--- src/rtl/sdram_arbiter_if.sv ---
// Request/command bundle between the SDRAM arbiter, its two requesters and the command engine.
interface sdram_arbiter_if #(
  parameter int unsigned ADDR_W = 20
);
  logic              init_done;
  logic              wr_req;
  logic [ADDR_W-1:0] wr_addr;
  logic              wr_ack;
  logic              rd_req;
  logic [ADDR_W-1:0] rd_addr;
  logic              rd_ack;
  logic              cmd_valid;
  logic [1:0]        cmd_op;
  logic [ADDR_W-1:0] cmd_addr;
  logic              cmd_done;
  logic              busy;
  logic              ref_overrun;

  modport slave (
    input  init_done, wr_req, wr_addr, rd_req, rd_addr, cmd_done,
    output wr_ack, rd_ack, cmd_valid, cmd_op, cmd_addr, busy, ref_overrun
  );

  modport master (
    output init_done, wr_req, wr_addr, rd_req, rd_addr, cmd_done,
    input  wr_ack, rd_ack, cmd_valid, cmd_op, cmd_addr, busy, ref_overrun
  );
endinterface

--- src/rtl/sdram_arbiter.sv ---
// SDRAM access arbiter: periodic auto-refresh first, then round-robin between
// the write (capture) and read (display) requesters, one command outstanding.
module sdram_arbiter #(
  parameter int unsigned ADDR_W     = 20,
  parameter int unsigned REF_PERIOD = 780
) (
  input  logic          S_CLK,
  input  logic          RST_N,
  sdram_arbiter_if.slave bus
);
  localparam int unsigned CNT_W = (REF_PERIOD > 1) ? $clog2(REF_PERIOD) : 1;
  localparam logic [1:0]  OP_WR  = 2'b01;
  localparam logic [1:0]  OP_RD  = 2'b10;
  localparam logic [1:0]  OP_REF = 2'b11;

  typedef enum logic [1:0] {S_IDLE, S_REFRESH, S_WRITE, S_READ} state_e;

  state_e            state_q, state_d;
  logic [CNT_W-1:0]  ref_cnt_q, ref_cnt_d;
  logic              ref_pend_q, ref_pend_d;
  logic              ref_overrun_q, ref_overrun_d;
  logic              last_rd_q, last_rd_d;
  logic              cmd_valid_q, cmd_valid_d;
  logic [1:0]        cmd_op_q, cmd_op_d;
  logic [ADDR_W-1:0] cmd_addr_q, cmd_addr_d;
  logic              wr_ack_q, wr_ack_d;
  logic              rd_ack_q, rd_ack_d;
  logic              busy_q, busy_d;

  logic wrap, wr_elig, rd_elig, grant, ref_grant, release_c;

  // A requester still seeing its ack has not had a chance to drop req yet.
  assign wr_elig   = bus.wr_req && !wr_ack_q;
  assign rd_elig   = bus.rd_req && !rd_ack_q;
  assign wrap      = bus.init_done && (ref_cnt_q == CNT_W'(REF_PERIOD - 1));
  assign grant     = (state_q == S_IDLE) && (state_d != S_IDLE);
  assign ref_grant = (state_q == S_IDLE) && (state_d == S_REFRESH);
  assign release_c = (state_q != S_IDLE) && (state_d == S_IDLE);

  // State register
  always_ff @(posedge S_CLK) begin
    if (!RST_N) state_q <= S_IDLE;
    else        state_q <= state_d;
  end

  // Next-state: refresh beats requesters; ties go to whoever was not served last
  always_comb begin
    state_d = state_q;
    case (state_q)
      S_IDLE: begin
        if (bus.init_done) begin
          if (ref_pend_q)                                state_d = S_REFRESH;
          else if (wr_elig && (!rd_elig || last_rd_q))   state_d = S_WRITE;
          else if (rd_elig)                              state_d = S_READ;
        end
      end
      default: if (bus.cmd_done) state_d = S_IDLE;
    endcase
  end

  // Output / datapath next values
  always_comb begin
    cmd_valid_d = 1'b0;
    cmd_op_d    = cmd_op_q;
    cmd_addr_d  = cmd_addr_q;
    last_rd_d   = last_rd_q;
    wr_ack_d    = 1'b0;
    rd_ack_d    = 1'b0;
    busy_d      = (state_d != S_IDLE);
    if (grant) begin
      cmd_valid_d = 1'b1;
      case (state_d)
        S_WRITE: begin cmd_op_d = OP_WR; cmd_addr_d = bus.wr_addr; last_rd_d = 1'b0; end
        S_READ:  begin cmd_op_d = OP_RD; cmd_addr_d = bus.rd_addr; last_rd_d = 1'b1; end
        default: begin cmd_op_d = OP_REF; cmd_addr_d = '0; end
      endcase
    end
    if (release_c) begin
      wr_ack_d = (state_q == S_WRITE);
      rd_ack_d = (state_q == S_READ);
    end
  end

  // Refresh timer; a wrap on the refresh-grant edge re-arms the request instead of overrunning
  always_comb begin
    ref_cnt_d     = '0;
    ref_pend_d    = ref_pend_q;
    ref_overrun_d = ref_overrun_q;
    if (bus.init_done && !wrap) ref_cnt_d = ref_cnt_q + CNT_W'(1);
    if (wrap) begin
      ref_pend_d = 1'b1;
      if (ref_pend_q && !ref_grant) ref_overrun_d = 1'b1;
    end else if (ref_grant) begin
      ref_pend_d = 1'b0;
    end
  end

  always_ff @(posedge S_CLK) begin
    if (!RST_N) begin
      ref_cnt_q     <= '0;
      ref_pend_q    <= 1'b0;
      ref_overrun_q <= 1'b0;
      last_rd_q     <= 1'b1;
      cmd_valid_q   <= 1'b0;
      cmd_op_q      <= '0;
      cmd_addr_q    <= '0;
      wr_ack_q      <= 1'b0;
      rd_ack_q      <= 1'b0;
      busy_q        <= 1'b0;
    end else begin
      ref_cnt_q     <= ref_cnt_d;
      ref_pend_q    <= ref_pend_d;
      ref_overrun_q <= ref_overrun_d;
      last_rd_q     <= last_rd_d;
      cmd_valid_q   <= cmd_valid_d;
      cmd_op_q      <= cmd_op_d;
      cmd_addr_q    <= cmd_addr_d;
      wr_ack_q      <= wr_ack_d;
      rd_ack_q      <= rd_ack_d;
      busy_q        <= busy_d;
    end
  end

  assign bus.cmd_valid   = cmd_valid_q;
  assign bus.cmd_op      = cmd_op_q;
  assign bus.cmd_addr    = cmd_addr_q;
  assign bus.wr_ack      = wr_ack_q;
  assign bus.rd_ack      = rd_ack_q;
  assign bus.busy        = busy_q;
  assign bus.ref_overrun = ref_overrun_q;
endmodule

--- src/flat_wrapper.sv ---
// flat-port wrapper written by rule: the top's interface ports become plain ports
module sdram_arbiter_flat 
#(
  parameter int unsigned ADDR_W     = 20,
  parameter int unsigned REF_PERIOD = 780
)
  (S_CLK, RST_N, bus_init_done, bus_wr_req, bus_wr_addr, bus_rd_req, bus_rd_addr, bus_cmd_done, bus_wr_ack, bus_rd_ack, bus_cmd_valid, bus_cmd_op, bus_cmd_addr, bus_busy, bus_ref_overrun);
  sdram_arbiter_if #(.ADDR_W(ADDR_W)) bus_i ();
  input  logic S_CLK;
  input  logic RST_N;
  input wire logic [$bits(bus_i.init_done)-1:0] bus_init_done;
  input wire logic [$bits(bus_i.wr_req)-1:0] bus_wr_req;
  input wire logic [$bits(bus_i.wr_addr)-1:0] bus_wr_addr;
  input wire logic [$bits(bus_i.rd_req)-1:0] bus_rd_req;
  input wire logic [$bits(bus_i.rd_addr)-1:0] bus_rd_addr;
  input wire logic [$bits(bus_i.cmd_done)-1:0] bus_cmd_done;
  output wire logic [$bits(bus_i.wr_ack)-1:0] bus_wr_ack;
  output wire logic [$bits(bus_i.rd_ack)-1:0] bus_rd_ack;
  output wire logic [$bits(bus_i.cmd_valid)-1:0] bus_cmd_valid;
  output wire logic [$bits(bus_i.cmd_op)-1:0] bus_cmd_op;
  output wire logic [$bits(bus_i.cmd_addr)-1:0] bus_cmd_addr;
  output wire logic [$bits(bus_i.busy)-1:0] bus_busy;
  output wire logic [$bits(bus_i.ref_overrun)-1:0] bus_ref_overrun;
  assign bus_i.init_done = bus_init_done;
  assign bus_i.wr_req = bus_wr_req;
  assign bus_i.wr_addr = bus_wr_addr;
  assign bus_i.rd_req = bus_rd_req;
  assign bus_i.rd_addr = bus_rd_addr;
  assign bus_i.cmd_done = bus_cmd_done;
  assign bus_wr_ack = bus_i.wr_ack;
  assign bus_rd_ack = bus_i.rd_ack;
  assign bus_cmd_valid = bus_i.cmd_valid;
  assign bus_cmd_op = bus_i.cmd_op;
  assign bus_cmd_addr = bus_i.cmd_addr;
  assign bus_busy = bus_i.busy;
  assign bus_ref_overrun = bus_i.ref_overrun;
  sdram_arbiter #(.ADDR_W(ADDR_W), .REF_PERIOD(REF_PERIOD)) u_core (.S_CLK(S_CLK), .RST_N(RST_N), .bus(bus_i));
endmodule
--- config.mk ---
export PLATFORM = sky130hd
export DESIGN_NAME = sdram_arbiter_flat
export DESIGN_NICKNAME = d
export VERILOG_FILES = /design/src/rtl/sdram_arbiter_if.sv /design/src/rtl/sdram_arbiter.sv /design/src/flat_wrapper.sv
export SDC_FILE = /design/constraint.sdc
export NUM_CORES = 1
export LEC_CHECK = 0
export ABC_AREA = 0
export BUFFER_PORTS_ARGS = -buffer_cell sky130_fd_sc_hd__buf_2
export CAP_MARGIN = 20
export CORE_MARGIN = 2
export CORE_UTILIZATION = 47
export DETAILED_ROUTE_END_ITERATION = 10
export GPL_TIMING_DRIVEN = 0
export PLACE_DENSITY = 0.79
export SLEW_MARGIN = 20
export SYNTH_ARGS = -nofsm -noshare
export SYNTH_HDL_FRONTEND = slang
export SYNTH_SLANG_ARGS = --single-unit
export TNS_END_PERCENT = 30
--- constraint.sdc ---
create_clock -name S_CLK -period 1.85 [get_ports S_CLK]
set_clock_uncertainty 0.05 [all_clocks]
set_input_delay 0.37 -clock S_CLK [delete_from_list [all_inputs] [get_ports S_CLK]]
set_output_delay 0.37 -clock S_CLK [all_outputs]
set_load 0.01 [all_outputs]
==> metrics <==
endpoints failing setup 0; vias in the first global route 1518; Worst setup SP type flop; total track usage 20.4%; Pleak 0.957 nW; Post-Syn Nets 253; crit path buf inv count 1; clk_lat worst skew 290 ps; fmax 649 MHz; mapped cell area 0.00173 mm^2; I/O pins 73; TritonRoute pass-1 iters 6; clock root buffer clkbuf_8; DR DRC count 0; EDFF count, synth 0; Layout fillers 326; clock slew at reported path FFs 80 ps; clk buf depth 2; Yosys cell types 36; setup TNS 0 ps; clock tree from TritonCTS built; final wirelength 4150 um; final hold viol count 0; logic gate share of total power 16.2%; Hold Path Sink u_core.bus.cmd_addr[14]; register area share after synthesis 47.3%; switching power 0.473 mW; cell internal pwr 1.34 mW; post-route ant nets 0; PwrDens 813 mW/mm^2; diode count 0; syn avg cell area 8.42 um^2; die height 64.7 um; RR Endpoint u_core.bus.cmd_addr[5]; Critical R2R Launch u_core.state_q[0]; starting density of the core 48.1%; cts repair resizes 0; Final Max Tran Viols 0; crit path max fanout 10; first-pass GRT wire length 6710 um; width of the die 64.7 um; Core Rows 22; core area 0.00361 mm^2; hold path start bus_rd_addr[14]; Crit path max-delay family compound AO/OA/AOI/OAI gates; RSZ-0062 raised after global routing no; endpoint class of the critical path flop; multi-input logic area 822 um^2; placed inst area 0.00215 mm^2; Critical Path RT 1970 ps; status complete, no violations; Syn. warnings 0; CTS sink count 41; CP Cell Sequence nor3b_4, o211ai_2, clkbuf_1, o21ai_0, a21oi_1; vias per cell 5.19; period utilization 83.2%; CP Data Arrival Time 1660 ps; hold buffers post-CTS 0; maximum vdd ir drop 574 uV; slowest CP cell dfxtp_1; Reg power frac 53.5%; vias post-DR 1728; # Post-CTS Setup Buffers 0; initial antenna violation count 0; Synth Flop Type dfxtp_1; switching fraction of total power 26.1%; Post-synth ARST share 0%; final core utilization 61.8%; routed len/inst 12.5 um; Clock power frac 30.4%; Synth Register Bits 41; P&R area growth vs syn 28.6%; 1st-iter DRT viols 170; register area 821 um^2; DIE AREA 0.00419 mm^2; Cells after Synth 206; worst min path class input port to flop; Hold Path Stages 3; critical path type flop to flop; CP peak stage delay 370 ps; min Tclk post-route 1540 ps; Port Buffers 71; fin nets 331; hpwl dp 3080 um; pin count of the biggest net entering global routing 12; Worst R2R Setup Slack 310 ps; design area 0.00223 mm^2; slew of the pin with the lowest slew margin 395 ps; Placer Congestion 0.763; Worst Reg-to-Reg Cells 5; CTS buffer count 5; max_slew headroom 73.6%; share of layout cells above drive strength 1 32.3%; grt total ovfl 0; Max-Cap Viols 0; H-tree levels 2
==> how the worst max path moves through the flow <==
stage	depth (start not counted)	slack, ps	to	from
final	5	310	u_core.bus.cmd_addr[5]	u_core.state_q[0]
after global routing	5	120	u_core.bus.cmd_addr[5]	u_core.state_q[0]
after CTS	5	320	u_core.bus.cmd_addr[5]	u_core.state_q[0]
after detailed placement	6	170	u_core.bus.cmd_addr[15]	bus_wr_req
after global placement	6	190	u_core.bus.cmd_addr[18]	bus_wr_req
after floorplan	5	510	u_core.bus.cmd_addr[0]	bus_wr_req
==> state kept, by name, summed over array words and instances, names as in the netlist <==
register                flops
u_core.bus.cmd_addr        20
u_core.ref_cnt_q           10
u_core.bus.cmd_op           2
u_core.state_q              2
u_core.bus.busy             1
u_core.bus.cmd_valid        1
u_core.bus.rd_ack           1
u_core.bus.ref_overrun      1
u_core.bus.wr_ack           1
u_core.last_rd_q            1
u_core.ref_pend_q           1
==> synth_stat cells (2+ instances only) <==
library cell | number | share of area, %
o21ai_0 | 42 | 12
dfxtp_1 | 41 | 47
a21oi_1 | 24 | 6.9
o21ai_1 | 18 | 5.2
nor2_1 | 17 | 3.7
nand2_1 | 7 | 1.5
xnor2_1 | 6 | 3.0
inv_1 | 5 | 1.1
nand3_1 | 5 | 1.4
buf_2 | 4 | 1.2
clkbuf_1 | 4 | 0.87
clkbuf_2 | 3 | 0.87
nor3_1 | 3 | 0.87
and2_1 | 2 | 0.72
buf_6 | 2 | 1.3
nand2b_1 | 2 | 0.72
xor2_1 | 2 | 1.0
==> logic make-up (layout without fill, tap and decap cells) <==
group | Yosys count | after routing | synth area share [%]
compound gates | 93 | 93 | 28.6
xor+xnor | 8 | 8 | 4.04
fa+ha+maj | 1 | 1 | 0.721
buf+inv | 18 | 97 | 5.27
flops | 41 | 41 | 47.3
simple gates | 45 | 45 | 14.1
==> area by class of cell <==
type	instances	area share [%]
Tap cell	48	2.69
Clock buffer	8	3.59
Sequential cell	41	36.8
Timing Repair Buffer	71	15.9
Inverter	5	0.842
Multi-Input combinational cell	147	36.9
Buffer	13	3.25
==> per-stage QoR <==
step                std cells  power, mW  setup WS (ps)  hold WS (ps)
floorplan                 206       1.15            510           368
global placement          325       1.27            191           383
detailed placement        325       1.28            169           393
CTS                       333       1.83            316           277
global route              333       1.91            124           276
finish                    333       1.81            310           280
==> power by group through the flow <==
stage,clock [mW],combinational [mW],sequential (mW)
2_1_floorplan,0,0.139,1.01
3_3_place_gp,0,0.289,0.986
3_5_place_dp,0,0.294,0.988
4_1_cts,0.564,0.295,0.968
5_1_grt,0.605,0.327,0.974
6_report,0.551,0.293,0.969
==> layout by cell type, fill, tap and decap left out, types with 2 or more instances in the layout <==
master / count
buf_2: 75
o21ai_0: 42
dfxtp_1: 41
a21oi_1: 24
o21ai_1: 18
nor2_1: 17
clkbuf_1: 7
nand2_1: 7
xnor2_1: 6
inv_1: 5
nand3_1: 5
clkbuf_8: 5
clkbuf_2: 3
nor3_1: 3
buf_6: 2
nand2b_1: 2
and2_1: 2
xor2_1: 2
==> metal layers <==
metal	GRT usage, %	part of all wire [%]	vias to the layer above
li1	-	-	885
met1	24.6	43	771
met2	35.3	48	67
met3	5.21	7.6	5
met4	6.91	1.2	0
met5	0	0	-
==> worst reg2reg max path, delay by kind of cell, from the launching register on <==
family                 cells  cell delay, ps
AO/OA/AOI/OAI              3             490
buffers and inverters      1             250
flip-flops                 1             370
AND/OR/NAND/NOR            1             280
(Power assumes the default switching activity.)
